===== config.mk =====
export PLATFORM = sky130hd
export DESIGN_NAME = fifo_shift_fwft_flat
export DESIGN_NICKNAME = d
export VERILOG_FILES = /design/src/rtl/fifo_shift_fwft_pkg.sv /design/src/rtl/fifo_shift_fwft_if.sv /design/src/rtl/fifo_shift_fwft_stage.sv /design/src/rtl/fifo_shift_fwft.sv /design/src/flat_wrapper.sv
export SDC_FILE = /design/constraint.sdc
export NUM_CORES = 1
export LEC_CHECK = 0
export CELL_PAD_IN_SITES_DETAIL_PLACEMENT = 1
export CELL_PAD_IN_SITES_GLOBAL_PLACEMENT = 1
export CORE_UTILIZATION = 35
export CTS_CLUSTER_SIZE = 14
export DETAILED_ROUTE_END_ITERATION = 8
export GPL_ROUTABILITY_DRIVEN = 0
export PLACE_DENSITY_LB_ADDON = 0.1
export SYNTH_ARGS = -nofsm -noshare
export SYNTH_HDL_FRONTEND = slang
export SYNTH_SLANG_ARGS = --single-unit

===== constraint.sdc =====
create_clock -name clk -period 2.5 [get_ports clk]
set_input_delay 0.375 -clock clk [delete_from_list [all_inputs] [get_ports clk]]
set_output_delay 0.375 -clock clk [all_outputs]
set_load 0.05 [all_outputs]

===== src/rtl/fifo_shift_fwft_pkg.sv =====
// Package shared by the shift-register FIFO slice.
// Holds the read-mode constants, the per-stage mux select type and the
// helper that derives the occupancy counter width from the depth.
package fifo_pkg;

  // Read-mode selectors for the SHOW_AHEAD parameter.
  localparam bit RD_SHOW_AHEAD = 1'b1;
  localparam bit RD_REGISTERED = 1'b0;

  // Per-entry register update choice.
  typedef enum logic [1:0] {
    STG_HOLD  = 2'd0,
    STG_SHIFT = 2'd1,
    STG_LOAD  = 2'd2
  } stage_sel_e;

  // Width needed to hold the values 0..depth inclusive.
  function automatic int cnt_width(input int depth);
    if (depth < 1) begin
      return 1;
    end else begin
      return $clog2(depth + 1);
    end
  endfunction

endpackage


===== src/rtl/fifo_shift_fwft_if.sv =====
// Handshake bundle between a producer/consumer and the FIFO.
//   wr_en/wr_data/wr_ready : write side
//   rd_en/rd_val/rd_data   : read side
// master = the agent using the FIFO, slave = the FIFO itself.
interface fifo_shift_fwft_if #(
  parameter int DATA_WIDTH = 8
) ();

  logic                  wr_en;
  logic [DATA_WIDTH-1:0] wr_data;
  logic                  wr_ready;
  logic                  rd_en;
  logic                  rd_val;
  logic [DATA_WIDTH-1:0] rd_data;

  modport master (
    output wr_en, wr_data, rd_en,
    input  wr_ready, rd_val, rd_data
  );

  modport slave (
    input  wr_en, wr_data, rd_en,
    output wr_ready, rd_val, rd_data
  );

endinterface


===== src/rtl/fifo_shift_fwft_stage.sv =====
// One storage entry of the shift FIFO.
//   clk       : clock
//   sel       : hold / shift in from the next entry / load write data
//   shift_in  : contents of the next entry towards the tail
//   load_data : write data
//   q         : stored word
// Entries carry no reset; validity is tracked by the occupancy counter.
module fifo_shift_stage
  import fifo_pkg::*;
#(
  parameter int DATA_WIDTH = 8
) (
  input  logic                  clk,
  input  stage_sel_e            sel,
  input  logic [DATA_WIDTH-1:0] shift_in,
  input  logic [DATA_WIDTH-1:0] load_data,
  output logic [DATA_WIDTH-1:0] q
);

  // Entry register with three-way input mux.
  always_ff @(posedge clk) begin
    case (sel)
      STG_SHIFT: q <= shift_in;
      STG_LOAD:  q <= load_data;
      default:   q <= q;
    endcase
  end

endmodule


===== src/rtl/fifo_shift_fwft.sv =====
// Shift-register FIFO with optional show-ahead read.
//   clk, reset    : clock, synchronous active-high reset
//   flush         : synchronous clear of occupancy
//   bus           : write/read handshake (slave side)
//   count         : occupancy 0..FIFO_DEPTH
//   almost_full   : count >= AF_LEVEL
//   almost_empty  : count <= AE_LEVEL
//   overflow      : pulse the cycle after a rejected write
//   underflow     : pulse the cycle after a rejected read
// queue[0] is the head; pops shift every entry one place towards it.
module fifo_shift_fwft
  import fifo_pkg::*;
#(
  parameter int DATA_WIDTH = 8,
  parameter int FIFO_DEPTH = 4,
  parameter bit SHOW_AHEAD = RD_SHOW_AHEAD,
  parameter int AF_LEVEL   = FIFO_DEPTH - 1,
  parameter int AE_LEVEL   = 1,
  parameter int CNT_W      = cnt_width(FIFO_DEPTH)
) (
  input  logic               clk,
  input  logic               reset,
  input  logic               flush,
  fifo_shift_fwft_if.slave   bus,
  output logic [CNT_W-1:0]   count,
  output logic               almost_full,
  output logic               almost_empty,
  output logic               overflow,
  output logic               underflow
);

  logic                  push;
  logic                  pop;
  stage_sel_e            sel   [FIFO_DEPTH];
  logic [DATA_WIDTH-1:0] queue [FIFO_DEPTH];

  // Readiness depends on state only, never on the request inputs.
  assign bus.wr_ready = (count != CNT_W'(FIFO_DEPTH));
  assign bus.rd_val   = (count != {CNT_W{1'b0}});

  // Flush discards any transfer requested in the same cycle.
  assign push = bus.wr_en & bus.wr_ready & ~flush;
  assign pop  = bus.rd_en & bus.rd_val & ~flush;

  assign almost_full  = (int'(count) >= AF_LEVEL);
  assign almost_empty = (int'(count) <= AE_LEVEL);

  // Per-entry mux select: on a pop everything shifts and a concurrent
  // write lands one slot lower (count-1) than it would without the pop.
  always_comb begin
    for (int i = 0; i < FIFO_DEPTH; i++) begin
      sel[i] = STG_HOLD;
      if (pop) begin
        if (push && (count == CNT_W'(i + 1))) begin
          sel[i] = STG_LOAD;
        end else begin
          sel[i] = STG_SHIFT;
        end
      end else if (push && (count == CNT_W'(i))) begin
        sel[i] = STG_LOAD;
      end else begin
        sel[i] = STG_HOLD;
      end
    end
  end

  for (genvar g = 0; g < FIFO_DEPTH; g++) begin : g_stage
    logic [DATA_WIDTH-1:0] shift_in;
    // The tail has nothing behind it; it keeps its stale word, which is
    // no longer counted as valid after the shift.
    if (g == FIFO_DEPTH - 1) begin : g_tail
      assign shift_in = queue[g];
    end else begin : g_body
      assign shift_in = queue[g+1];
    end

    fifo_shift_stage #(
      .DATA_WIDTH (DATA_WIDTH)
    ) u_stage (
      .clk       (clk),
      .sel       (sel[g]),
      .shift_in  (shift_in),
      .load_data (bus.wr_data),
      .q         (queue[g])
    );
  end

  if (SHOW_AHEAD == RD_SHOW_AHEAD) begin : g_show_ahead
    assign bus.rd_data = queue[0];
  end else begin : g_registered
    logic [DATA_WIDTH-1:0] rd_q;

    // Capture the head on a pop; holds through flush.
    always_ff @(posedge clk) begin
      if (reset) begin
        rd_q <= {DATA_WIDTH{1'b0}};
      end else if (pop) begin
        rd_q <= queue[0];
      end else begin
        rd_q <= rd_q;
      end
    end

    assign bus.rd_data = rd_q;
  end

  // Occupancy counter; simultaneous push and pop leaves it unchanged.
  always_ff @(posedge clk) begin
    if (reset) begin
      count <= {CNT_W{1'b0}};
    end else if (flush) begin
      count <= {CNT_W{1'b0}};
    end else if (push && !pop) begin
      count <= count + CNT_W'(1);
    end else if (pop && !push) begin
      count <= count - CNT_W'(1);
    end else begin
      count <= count;
    end
  end

  // Error pulses, suppressed while flushing.
  always_ff @(posedge clk) begin
    if (reset) begin
      overflow  <= 1'b0;
      underflow <= 1'b0;
    end else begin
      overflow  <= bus.wr_en & ~bus.wr_ready & ~flush;
      underflow <= bus.rd_en & ~bus.rd_val & ~flush;
    end
  end

endmodule


===== src/flat_wrapper.sv =====
// flat-port wrapper written by rule: the top's interface ports become plain ports
module fifo_shift_fwft_flat import fifo_pkg::*;
#(
  parameter int DATA_WIDTH = 8,
  parameter int FIFO_DEPTH = 4,
  parameter bit SHOW_AHEAD = RD_SHOW_AHEAD,
  parameter int AF_LEVEL   = FIFO_DEPTH - 1,
  parameter int AE_LEVEL   = 1,
  parameter int CNT_W      = cnt_width(FIFO_DEPTH)
)
  (clk, reset, flush, count, almost_full, almost_empty, overflow, underflow, bus_wr_en, bus_wr_data, bus_rd_en, bus_wr_ready, bus_rd_val, bus_rd_data);
  fifo_shift_fwft_if #(.DATA_WIDTH(DATA_WIDTH)) bus_i ();
  input  logic clk;
  input  logic reset;
  input  logic flush;
  output logic [CNT_W-1:0] count;
  output logic almost_full;
  output logic almost_empty;
  output logic overflow;
  output logic underflow;
  input wire logic [$bits(bus_i.wr_en)-1:0] bus_wr_en;
  input wire logic [$bits(bus_i.wr_data)-1:0] bus_wr_data;
  input wire logic [$bits(bus_i.rd_en)-1:0] bus_rd_en;
  output wire logic [$bits(bus_i.wr_ready)-1:0] bus_wr_ready;
  output wire logic [$bits(bus_i.rd_val)-1:0] bus_rd_val;
  output wire logic [$bits(bus_i.rd_data)-1:0] bus_rd_data;
  assign bus_i.wr_en = bus_wr_en;
  assign bus_i.wr_data = bus_wr_data;
  assign bus_i.rd_en = bus_rd_en;
  assign bus_wr_ready = bus_i.wr_ready;
  assign bus_rd_val = bus_i.rd_val;
  assign bus_rd_data = bus_i.rd_data;
  fifo_shift_fwft #(.DATA_WIDTH(DATA_WIDTH), .FIFO_DEPTH(FIFO_DEPTH), .SHOW_AHEAD(SHOW_AHEAD), .AF_LEVEL(AF_LEVEL), .AE_LEVEL(AE_LEVEL), .CNT_W(CNT_W)) u_core (.clk(clk), .reset(reset), .flush(flush), .bus(bus_i), .count(count), .almost_full(almost_full), .almost_empty(almost_empty), .overflow(overflow), .underflow(underflow));
endmodule

==> summary.txt <==
Logic synthesis
  • Compound-Gate Fraction of Synth Area: 3.230%
  • Post-synthesis mux area share: 16.80%
  • Ys Warns: 0
  • Mean Syn Cell Area: approximately 15 um^2
  • Simple-gate share of the synthesized area: 11.06%
  • Largest area contributor in the netlist: edfxtp_1
  • Dominant cells by area after synthesis: edfxtp_1, mux2_2, dfxtp_1
  • Syn Nets: 137
  • Adder-Cell Fraction of Synth Area: 5.025%
  • Largest family of logic cells by synthesized area: multiplexers
  • Top cell type's share of synthesized area: about 55%
  • Mapped Area: approximately 1700 um^2
  • Mapped Cells: 117
  • Post-synthesis sequential element count: 37
  • Synth cell types: 25
  • XOR/XNOR Fraction of Synth Area: under 10%
  • Post-synthesis sequential area ratio: 60.88%

GRT
  • Initial antenna violation count: 0
  • Gr usage total: approximately 15%
  • Vias in the first global route: 1137
  • First-pass GRT wire length: 5644 um
  • Grt total ovfl: 0
  • Largest net degree at the start of global routing: 13

Layout
  • Non-Filler Instances: 227
  • Commonest cells after routing, fill and taps aside: edfxtp_1, clkdlybuf4s50_1, mux2_2, buf_4, nor2_1
  • Design area: 2263 um^2
  • Layout cells sized above 1: ~31%
  • Synthesis-to-layout area growth: 29.86%
  • Fin nets: ~180
  • Leading cell type in the layout, fill and taps excluded: edfxtp_1
  • Multi-input gate area: 646.9 um^2
  • FF/Latch Area: 1064 um^2
  • Fillers: 493
  • # diodes: 0

Setup path
  • CP Launch Type: flop
  • CP max FO: 6
  • Crit path DAT: approximately 2.0 ns
  • Reg2Reg Launch Point: u_core.count[0]$_SDFFE_PP0P_
  • Crit path from: u_core.count[2]$_SDFFE_PP0P_
  • CP required: 2.12 ns
  • Critical Path Sink Type: output port
  • CP Class: reg -> out

Route
  • Routed Antenna Nets: 0
  • # DRC: 0
  • Initial detailed-routing violation count: 40
  • DR WL/cell: 15.05 um
  • Vias per cell: between 4 and 5
  • Pre-antenna DRT Iters: 4
  • Post-Route WL: approximately 3400 um
  • Vias: 1051

Timing
  • Rel. slew slack: 65.36%
  • Final setup viols: 0
  • Final period utilization: 94.19%
  • Final Max Slew Viols: 0
  • RSZ-0062 raised after global routing: false
  • Worst Max-Slew Pin Slew: 0.5180 ns
  • Clock skew: around 0.01 ns
  • Final Hold Fails: 0
  • Tmin final: ~2.4 ns
  • Achievable Freq: around 0.42 GHz
  • Worst Setup Slack, final: 0.1452 ns
  • Setup TNS: 0 ns

Power and ir drop
  • Pwr per Cell Area: roughly 600 nW/um^2
  • Clock power frac: 31.6%
  • Comb pwr share: 16.9%
  • Reg power frac: between 50% and 60%
  • Lkg Pwr: 0.0008153 uW
  • Worst vdd ir: ~0.0003 V
  • Switching power: 350.8 uW
  • Cell internal pwr: 1010 uW
  • Switching share of power: 25.77%
  • Total Power: 1361 uW

Clock tree
  • Clock sink total: 37
  • Post-CTS resize count: 0
  • CTS H-tree lvls: 2
  • Postcts setup bufs: 0
  • Clk slew on worst S/H paths: 0.08 ns
  • Clock buffer depth: 2
  • Clk_lat worst skew: 0.29 ns
  • CTS root buffer: clkbuf_8
  • CTS Buf Count: 5
  • CTS tree: done
  • CTS Hold Bufs: 0

Place
  • Worst slack, placed: 0.1753 ns
  • Placed instance count: 219
  • Port-buffer cells: 29
  • Detailed placement HPWL: 2574 um
  • Placed cell areas: roughly 2200 um^2

Die
  • Die width: roughly 73 um
  • Ports: 30
  • Initial Utilization: roughly 37%
  • FP Rows: 25
  • Core area: 4755 um^2
  • Total Die Area: 5266 um^2
  • DIE HEIGHT: roughly 73 um

Status
  • Status: completed

Hold path
  • Hold_sp: u_core.g_stage[3].u_stage.q[2]$_DFFE_PN_
  • Worst Hold Class: reg -> reg

Run
  • Max-Cap Viols: 0
==> through the flow <==
stage	util (%)	hold WS, ns
global placement	45.53	0.5287
finish	47.61	0.5411
detailed placement	45.53	0.5327
global route	47.61	0.5628
CTS	47.50	0.5445
floorplan	-	0.4444
==> synthesized netlist by cell type, drive strengths merged <==
library cell / instances
dfxtp: 5
nand3b: 1
edfxtp: 32
nor3: 4
nand2b: 3
o21ai: 2
ha: 7
and3: 2
nor3b: 2
mux2i: 1
buf: 2
nor2b: 2
a21oi: 7
nor2: 8
o211ai: 1
xor2: 2
and2: 1
mux2: 24
inv: 5
nand2: 6
==> worst max-delay path: stages (launching register included) <==
cell and delay [ns]:
dfxtp_1 0.48, inv_1 0.10, ha_1 0.20, inv_1 0.11
o211ai_1 0.09, clkdlybuf4s50_1 0.71
==> final timing paths <==
kind / depth (start not counted) / endpoint / slack, ns
worst max register to register: 7 / u_core.g_stage[1].u_stage.q[3]$_DFFE_PP_ / 0.15
worst min-delay path: 1 / u_core.g_stage[2].u_stage.q[2]$_DFFE_PP_ / 0.54
worst max-delay path: 5 / almost_full / 0.15
worst min register to register: 1 / u_core.g_stage[2].u_stage.q[2]$_DFFE_PP_ / 0.54
==> power groups by stage <==
stage	logic, uW	registers [uW]	clock network, uW
after CTS	233	702	449
after global routing	246	704	473
after floorplan	101	756	0
after global placement	228	716	0
final	229	702	430
after detailed placement	232	716	0
==> cell type report <==
cell class	instances	area share [%]
clock buffers	7	3.814
clock inverters	1	0.3317
inverters	5	0.9950
multi-input cells	73	28.58
flip-flops and latches	37	46.99
well taps	67	3.704
repair buffers	37	15.59
==> metal layers <==
metal  wire (um)  vias up  GRT usage (%)
li1            -      513              -
met1        1539      510          17.54
met3         145        5          4.444
met4          31        0          5.882
met2        1701       23          25.23
met5           0        -              0
==> state kept, by name, summed over array words and instances, names as in the netlist <==
name and flops:
u_core.count 3, u_core.g_stage.u_stage.q 32, u_core.overflow 1, u_core.underflow 1
==> cells by family after synthesis <==
kind of cell	Yosys count
AND/OR/NAND/NOR	29
flip-flops	37
buffers and inverters	7
AO/OA/AOI/OAI	10
adder cells (fa/ha/maj)	7
multiplexers	25
XOR/XNOR	2
Power figures use the tool's default switching activity.
